$ cat config.mk
export PLATFORM = sky130hd
export DESIGN_NAME = uart_tx
export DESIGN_NICKNAME = d
export VERILOG_FILES = /design/src/rtl/uart_tx.sv
export SDC_FILE = /design/constraint.sdc
export NUM_CORES = 1
export LEC_CHECK = 0
export CAP_MARGIN = 20
export CORE_UTILIZATION = 59
export CTS_CLUSTER_SIZE = 10
export DETAILED_ROUTE_END_ITERATION = 8
export PLACE_DENSITY_LB_ADDON = 0.3
export SLEW_MARGIN = 20
export SYNTH_ARGS = -nofsm -noshare
export SYNTH_HDL_FRONTEND = slang
export SYNTH_SLANG_ARGS = --single-unit
$ cat constraint.sdc
create_clock -name clk -period 6.9 [get_ports clk]
set_clock_uncertainty 0.05 [all_clocks]
set_input_delay 0.69 -clock clk [delete_from_list [all_inputs] [get_ports clk]]
set_output_delay 0.69 -clock clk [all_outputs]
set_load 0.005 [all_outputs]
$ cat src/rtl/uart_tx.sv
// rtl/uart_tx.sv - FIFO-buffered UART transmitter, LSB-first 8N1 framing
// Define UART_TX_PARITY_EN to insert an even parity bit between the last data bit and the stop bit.
module uart_tx #(
    parameter int DATA_WIDTH = 8,
    parameter int BAUD_RATE  = 19200,
    parameter int CLK_FREQ   = 100_000_000,
    parameter int FIFO_DEPTH = 4
) (
    input  logic                  clk,
    input  logic                  rst,
    input  logic [DATA_WIDTH-1:0] txif_data,
    input  logic                  txif_valid,
    output logic                  txif_ready,
    output logic                  txif_sig,
    output logic                  busy
);

    localparam int PULSE_WIDTH = CLK_FREQ / BAUD_RATE;
    localparam int BAUD_W      = (PULSE_WIDTH > 1) ? $clog2(PULSE_WIDTH) : 1;
    localparam int PTR_W       = $clog2(FIFO_DEPTH);
    localparam int CNT_W       = PTR_W + 1;
    localparam int BIT_W       = (DATA_WIDTH > 1) ? $clog2(DATA_WIDTH) : 1;

    localparam logic [BAUD_W-1:0] BAUD_LAST = BAUD_W'(PULSE_WIDTH - 1);
    localparam logic [BIT_W-1:0]  BIT_LAST  = BIT_W'(DATA_WIDTH - 1);
    localparam logic [CNT_W-1:0]  CNT_FULL  = CNT_W'(FIFO_DEPTH);

    typedef enum logic [2:0] {
        IDLE,
        START,
        DATA,
`ifdef UART_TX_PARITY_EN
        PARITY,
`endif
        STOP
    } state_t;

    logic [DATA_WIDTH-1:0] mem [FIFO_DEPTH];
    logic [PTR_W-1:0]      wr_ptr, rd_ptr;
    logic [CNT_W-1:0]      count;
    logic                  full, empty, push, pop;

    state_t                state, state_n;
    logic [BAUD_W-1:0]     baud_cnt, baud_n;
    logic [BIT_W-1:0]      bit_cnt, bit_n;
    logic [DATA_WIDTH-1:0] shift, shift_n;
    logic                  sig_q, sig_n;
    logic                  baud_done;
`ifdef UART_TX_PARITY_EN
    logic                  parity_q, parity_n;
`endif

    assign full       = (count == CNT_FULL);
    assign empty      = (count == '0);
    assign txif_ready = !full && !rst;
    assign push       = txif_valid && txif_ready;
    assign txif_sig   = sig_q;
    assign busy       = (state != IDLE);
    assign baud_done  = (baud_cnt == BAUD_LAST);

    always_ff @(posedge clk) begin
        if (push) begin
            mem[wr_ptr] <= txif_data;
        end
    end

    always_ff @(posedge clk) begin
        if (rst) begin
            wr_ptr <= '0;
            rd_ptr <= '0;
            count  <= '0;
        end else begin
            if (push) begin
                wr_ptr <= wr_ptr + 1'b1;
            end
            if (pop) begin
                rd_ptr <= rd_ptr + 1'b1;
            end
            case ({push, pop})
                2'b10:   count <= count + 1'b1;
                2'b01:   count <= count - 1'b1;
                default: count <= count;
            endcase
        end
    end

    always_ff @(posedge clk) begin
        if (rst) begin
            state    <= IDLE;
            baud_cnt <= '0;
            bit_cnt  <= '0;
            shift    <= '0;
            sig_q    <= 1'b1;
`ifdef UART_TX_PARITY_EN
            parity_q <= 1'b0;
`endif
        end else begin
            state    <= state_n;
            baud_cnt <= baud_n;
            bit_cnt  <= bit_n;
            shift    <= shift_n;
            sig_q    <= sig_n;
`ifdef UART_TX_PARITY_EN
            parity_q <= parity_n;
`endif
        end
    end

    always_comb begin
        state_n  = state;
        baud_n   = baud_cnt + 1'b1;
        bit_n    = bit_cnt;
        shift_n  = shift;
        pop      = 1'b0;
`ifdef UART_TX_PARITY_EN
        parity_n = parity_q;
`endif
        case (state)
            IDLE: begin
                baud_n = '0;
                pop    = !empty;
            end
            START: begin
                if (baud_done) begin
                    baud_n  = '0;
                    state_n = DATA;
                end
            end
            DATA: begin
                if (baud_done) begin
                    baud_n = '0;
                    if (bit_cnt == BIT_LAST) begin
`ifdef UART_TX_PARITY_EN
                        state_n = PARITY;
`else
                        state_n = STOP;
`endif
                    end else begin
                        shift_n = shift >> 1;
                        bit_n   = bit_cnt + 1'b1;
                    end
                end
            end
`ifdef UART_TX_PARITY_EN
            PARITY: begin
                if (baud_done) begin
                    baud_n  = '0;
                    state_n = STOP;
                end
            end
`endif
            STOP: begin
                if (baud_done) begin
                    baud_n  = '0;
                    state_n = IDLE;
                    pop     = !empty;
                end
            end
            default: begin
                baud_n  = '0;
                state_n = IDLE;
            end
        endcase

        // A pop from IDLE or the end of STOP starts the next frame with no gap
        if (pop) begin
            shift_n  = mem[rd_ptr];
            bit_n    = '0;
            baud_n   = '0;
            state_n  = START;
`ifdef UART_TX_PARITY_EN
            parity_n = ^mem[rd_ptr];
`endif
        end
    end

    always_comb begin
        sig_n = 1'b1;
        case (state_n)
            IDLE:    sig_n = 1'b1;
            START:   sig_n = 1'b0;
            DATA:    sig_n = shift_n[0];
`ifdef UART_TX_PARITY_EN
            PARITY:  sig_n = parity_n;
`endif
            STOP:    sig_n = 1'b1;
            default: sig_n = 1'b1;
        endcase
    end

endmodule
==> results.md, run 1 <==
- Status: finished clean
- Synthesized Nets: approximately 250
- CP Cell Sequence: clkdlybuf4s50_1, a31oi_1, clkdlybuf4s50_1
- Final Total Pwr: 0.00106 W
- Cts bufs inserted: 9
- Area grow syn2layout: 13.8%
- H-tree Lvls: 3
- Number of synthesized flops with an enable pin: 32
- Startpoint types: input port
- Slowest stage delay, CP: approximately 0.82 ns
- GRT Residual Overflow: 0
- Ys async rst share: 0
- Die width: 71.7 um
- Final WL: approximately 4600 um
- Netlist cell types: 39
- Mapped cell area: roughly 2900 um2
- # Post-CTS Setup Buffers: 0
- Via count: around 1,700
- RSZ-0062 raised after global routing: false
- Final Hold Fails: 0
- CTS tree: built
- ANT cells: 0
- Clk buf depth: 2
- HP Class: reg2reg
- Initial DRC count: 77
- Detail-routed via count per cell: 5.65
- Wire length per cell: between 15 and 20 um
- Switch share: 0.269
- Ys flop type: dfxtp_1
- GPL Wtd Cong: roughly 0.77
- Critical path buffers and inverters: 2
- Clock Latency Late Sink: about 0.34 ns
- Post-place setup slack: between 3 and 4 ns
- Pwr/cell area: around 320 nW/um2
- CP Class: in2out
- Worst slew margin: 0.460
- Design area: ~3300 um2
- CTS Sinks: between 60 and 70
- Synth Warn #: 0
- Final antenna-violating net count: 0
- Clock Power Share: 0.347
- VDD IR max: 0.342 mV
- Commonest cells after routing, fill and taps aside: nor2_1, dfxtp_1, edfxtp_1, clkdlybuf4s50_1
- Fmax: 294 MHz
- Slew Viols, Final: 0
- Min-delay src: baud_cnt[0]
- Detailed Routing Iterations Pass 1: 5
- IO Pins: 14
- Post-CTS Hold Fix Bufs: 0
- CP max-delay cell: clkdlybuf4s50_1
- Post-synthesis sequential area ratio: 0.593
- Final Critical Period: around 3.4 ns
- Die height: between 70 and 80 um
- HPWL after DPL: 2990 um
- IO Port Bufs: 13
- Final setup margin: 3.50 ns
- Setup TNS: 0 ns
- DP Cell Count: 287
- Final worst path period share: 0.493
- Combinational share of power: 0.170
- Share of layout cells above drive strength 1: 0.120
- Number of global-route vias before repair: ~1,700
- Seq. cell area: between 1500 and 2000 um2
- Core ar.: approximately 4500 um2
- Critical Path End Type: output port
- Die ar.: roughly 5100 um2
- Syn_area_per_cell: about 13 um2
- Worst slew pin tran: ~0.8 ns
- Yosys reg bits: a little under 70
- Area of the multi-input gates: about 1100 um2
- Antenna violations before repair: 0
- DP Area: approximately 3000 um2
- Top cell family by delay on the critical path: buffers and inverters
- WP data arrival: around 2.7 ns
- Sequential share of power: 0.483
- CP required: around 6 ns
- Syn Inst Count: roughly 230
- Internal power: 0.000775 W
- NetSw: 0.000285 W
- DRC Markers: 0
- Final setup viols: 0
- GRT Overall Usage: 0.207
- Rows: 24
- First-pass GRT wire length: between 7000 and 8000 um
- Clk root buf: clkbuf_8
- Leakage: 1.09 nW
- Initial Utilization: 0.637
- Fill count: 310
- Cts repair resizes: 0
- Setup crit start: rst
- Largest net degree at the start of global routing: 24
- Reg2Reg Launch Point: baud_cnt[8]
- CP Max Fanout: 23
- MaxCap Viol Count: 0
- Layout Nets: about 270
- Most frequent CP cell: clkdlybuf4s50_1
- Post-route non-filler standard cell count: a little over 300
- CTS clk-pin slew, worst paths: 0.07 ns
-- power groups by stage --
stage	clock, W	sequential (W)	combinational [W]
floorplan	0	0.000500	0.000157
global placement	0	0.000521	0.000172
detailed placement	0	0.000522	0.000177
CTS	0.000376	0.000514	0.000180
global route	0.000390	0.000521	0.000202
finish	0.000367	0.000512	0.000180
-- path summary, 6_finish.rpt --
kind                  to  slack [ns]  cells after the start
max           txif_ready        3.50                      3
min          baud_cnt[0]        0.41                      1
max reg2reg     count[2]        3.51                     10
min reg2reg  baud_cnt[0]        0.41                      1
-- cell usage after synthesis (5+ instances only) --
cell type	n	area [um2]
nor2_1	37	139
edfxtp_1	32	961
dfxtp_1	37	741
mux2i_1	11	110
and3_1	5	31.3
mux4_2	8	180
ha_1	8	100
nand3_1	6	30.0
a211oi_1	7	52.6
inv_1	11	41.3
xnor2_1	9	78.8
xor2_1	7	61.3
-- kinds of logic (layout without fill, tap and decap cells) --
kind of cell | Yosys count | after routing | share of synthesized area
mux | 21 | 21 | 0.109
simple gates | 77 | 77 | 0.137
xor+xnor | 16 | 16 | 0.0489
compound gates | 17 | 17 | 0.0397
other cells | 1 | 1 | 0.00131
buf+inv | 19 | 41 | 0.0284
fa+ha+maj | 9 | 9 | 0.0419
flops | 69 | 69 | 0.593
-- through the flow --
step	hold WS, ns	utilization
final	0.413	0.724
after global routing	0.444	0.724
after CTS	0.423	0.724
after detailed placement	0.406	0.674
after global placement	0.394	0.674
after floorplan	0.380	-
-- state kept, by name, summed over array words and instances, names as in the netlist, named ones only --
register,flops
baud_cnt,13
bit_cnt,3
count,3
mem,32
rd_ptr,2
shift,8
state,3
txif_sig,1
wr_ptr,2
-- metal layers --
| metal | global-route usage | vias up | wire length (um) |
|---|---|---|---|
| met5 | 0 | - | 0 |
| met4 | 0.111 | 0 | 55 |
| met3 | 0.0914 | 6 | 227 |
| li1 | - | 852 | - |
| met2 | 0.316 | 39 | 2110 |
| met1 | 0.249 | 816 | 2180 |
-- final cells by class --
type,count,area share
Multi-Input combinational cell,141,0.334
Inverter,11,0.0127
Timing Repair Buffer,14,0.0422
Clock buffer,9,0.0380
Clock inverter,7,0.0314
Tap cell,52,0.0199
Sequential cell,69,0.521
Power figures use the tool's default switching activity.
==> run 2: changes to the inputs <==
==> constraint.sdc (replaced) <==
create_clock -name clk -period 3.6 [get_ports clk]
set_clock_uncertainty 0.05 [all_clocks]
set_input_delay 0.36 -clock clk [delete_from_list [all_inputs] [get_ports clk]]
set_output_delay 0.36 -clock clk [all_outputs]
set_load 0.005 [all_outputs]
==> results.md, run 2 (synthesized netlist as in run 1, its figures left out) <==
- Rows: 24 (unchanged)
- Top reg by flops: mem
- Pwr/cell area: 600 nW/um2 (+85%)
- Critical Path End Type: register
- GRT Residual Overflow: 0 (unchanged)
- CP Max Fanout: 5 (-78%)
- First-pass GRT wire length: 7430 um (-3.4%)
- Max FFs per register: 32 (unchanged)
- DP Area: 3050 um2 (+0.49%)
- H-tree Lvls: 3 (unchanged)
- CTS tree: built
- Largest net degree at the start of global routing: 23 (-4.2%)
- Hold path endpoint: baud_cnt[0]
- Final WL: 4460 um (-2.4%)
- Cts repair resizes: 0 (unchanged)
- # Post-CTS Setup Buffers: 0 (unchanged)
- Final worst path period share: 0.850
- Via count: 1,703 (-0.58%)
- ANT cells: 0 (unchanged)
- Min-delay src: baud_cnt[0]
- Clock Latency Late Sink: 0.34 ns (about the same)
- Worst R2R Setup Slack: 0.54 ns (-2.97 ns)
- Detail-routed via count per cell: 5.58 (-1.2%)
- Share of layout cells above drive strength 1: 0.123 (+0.00301)
- Final Critical Period: slightly above 3 ns
- Reg2Reg Launch Point: baud_cnt[9]
- Layout Nets: 268 (+0.75%)
- Final Total Pwr: 0.00195 W (+84%)
- Die height: 71.7 um (unchanged)
- Leakage: 1.07 nW (-1.1%)
- Final setup viols: 0 (unchanged)
- Cts bufs inserted: 9 (unchanged)
- WP data arrival: 3.28 ns (+0.62 ns)
- RSZ-0062 raised after global routing: false
- HPWL after DPL: 3100 um (+4.0%)
- GPL Wtd Cong: 0.818 (+6.7%)
- CTS Sinks: 69 (unchanged)
- Worst hold stages: 1 (unchanged)
- Initial Utilization: 0.637 (unchanged)
- Worst slew pin tran: 0.539 ns (-0.268 ns)
- CP Class: reg2reg
- IO Pins: 14 (unchanged)
- Final antenna-violating net count: 0 (unchanged)
- Final Core Density: 0.721 (-0.00306)
- HP Class: reg2reg
- Area grow syn2layout: 13.3%
- DRC Markers: 0 (unchanged)
- R2R Path End: count[2]
- Setup TNS: 0 ns (unchanged)
- R2R cell count: 10 (unchanged)
- Worst slew margin: 0.640 (+0.180)
- CP required: 3.82 ns (-2.34 ns)
- VDD IR max: 0.417 mV (+22%)
- Design area: 3250 um2 (-0.42%)
- Clk root buf: clkbuf_8
- CTS clk-pin slew, worst paths: 0.07 ns (about the same)
- Clk buf depth: 2 (unchanged)
- Core ar.: 4500 um2 (unchanged)
- Biggest regs: mem: 32 flops, baud_cnt: 13 flops, shift: 8 flops
- IO Port Bufs: 13 (unchanged)
- GRT Overall Usage: 0.199 (-0.00850)
- Number of global-route vias before repair: 1,621 (-4.5%)
- Final Hold Fails: 0 (unchanged)
- Initial DRC count: 109 (+42%)
- Slew Viols, Final: 0 (unchanged)
- Die ar.: 5140 um2 (unchanged)
- MaxCap Viol Count: 0 (unchanged)
- Fill count: 301 (-2.9%)
- Startpoint types: register
- Die width: 71.7 um (unchanged)
- Post-CTS Hold Fix Bufs: 0 (unchanged)
- Status: finished clean
- Antenna violations before repair: 0 (unchanged)
- Detailed Routing Iterations Pass 1: 4 (-1)
- Commonest cells after routing, fill and taps aside: nor2_1, dfxtp_1, edfxtp_1, clkdlybuf4s50_1
- Wire length per cell: 14.6 um (-3.0%)
- Fmax: approximately 330 MHz
## run 2: through the flow
stage                     instances  worst slack (ns)  hold slack, ns
final                           305             0.541           0.413
after detailed placement        289             0.574           0.402
after global placement          289             0.643           0.397
after global routing            305             0.447           0.442
after floorplan                 229             0.527           0.380
after CTS                       305             0.551           0.418
## run 2: critical path, cell delays in order, from the launching register on
cell	delay, ns
dfxtp_1	0.36
or4b_4	0.58
or4_1	0.54
a21o_1	0.21
inv_1	0.06
ha_1	0.17
inv_1	0.06
fa_1	0.37
xor2_1	0.16
or3_1	0.31
a21oi_1	0.14
## run 2: power by group
group / switching (W) / leakage, nW / internal, W
combinational: 0.000169 / 0.392 / 0.000184
clock: 0.000297 / 0.0899 / 0.000322
sequential: 0.0000688 / 0.591 / 0.000909
## run 2: metal layers
layer,vias up,routed length [um],track usage
li1,859,-,-
met1,811,2040,0.238
met2,25,2200,0.325
met3,8,137,0.0675
met4,0,80,0.0937
met5,-,0,0
## run 2: layout make-up
| type | count | area [um2] | area share |
|---|---|---|---|
| tap | 52 | 65.1 | 0.0200 |
| sequential | 69 | 1700 | 0.524 |
| inverter | 11 | 41.3 | 0.0127 |
| timing repair buffer | 16 | 153 | 0.0470 |
| clock inverter | 7 | 73.8 | 0.0227 |
| multi-input combinational | 141 | 1090 | 0.336 |
| clock buffer | 9 | 124 | 0.0381 |
## run 2: worst max path at each step
| stage | startpoint | cells past startpoint | to | slack, ns |
|---|---|---|---|---|
| floorplan | baud_cnt[9] | 11 | count[2] | 0.53 |
| global placement | baud_cnt[9] | 10 | count[2] | 0.64 |
| finish | baud_cnt[9] | 10 | count[2] | 0.54 |
| detailed placement | baud_cnt[9] | 10 | count[2] | 0.57 |
| global route | baud_cnt[9] | 10 | count[2] | 0.45 |
| CTS | baud_cnt[9] | 10 | count[2] | 0.55 |
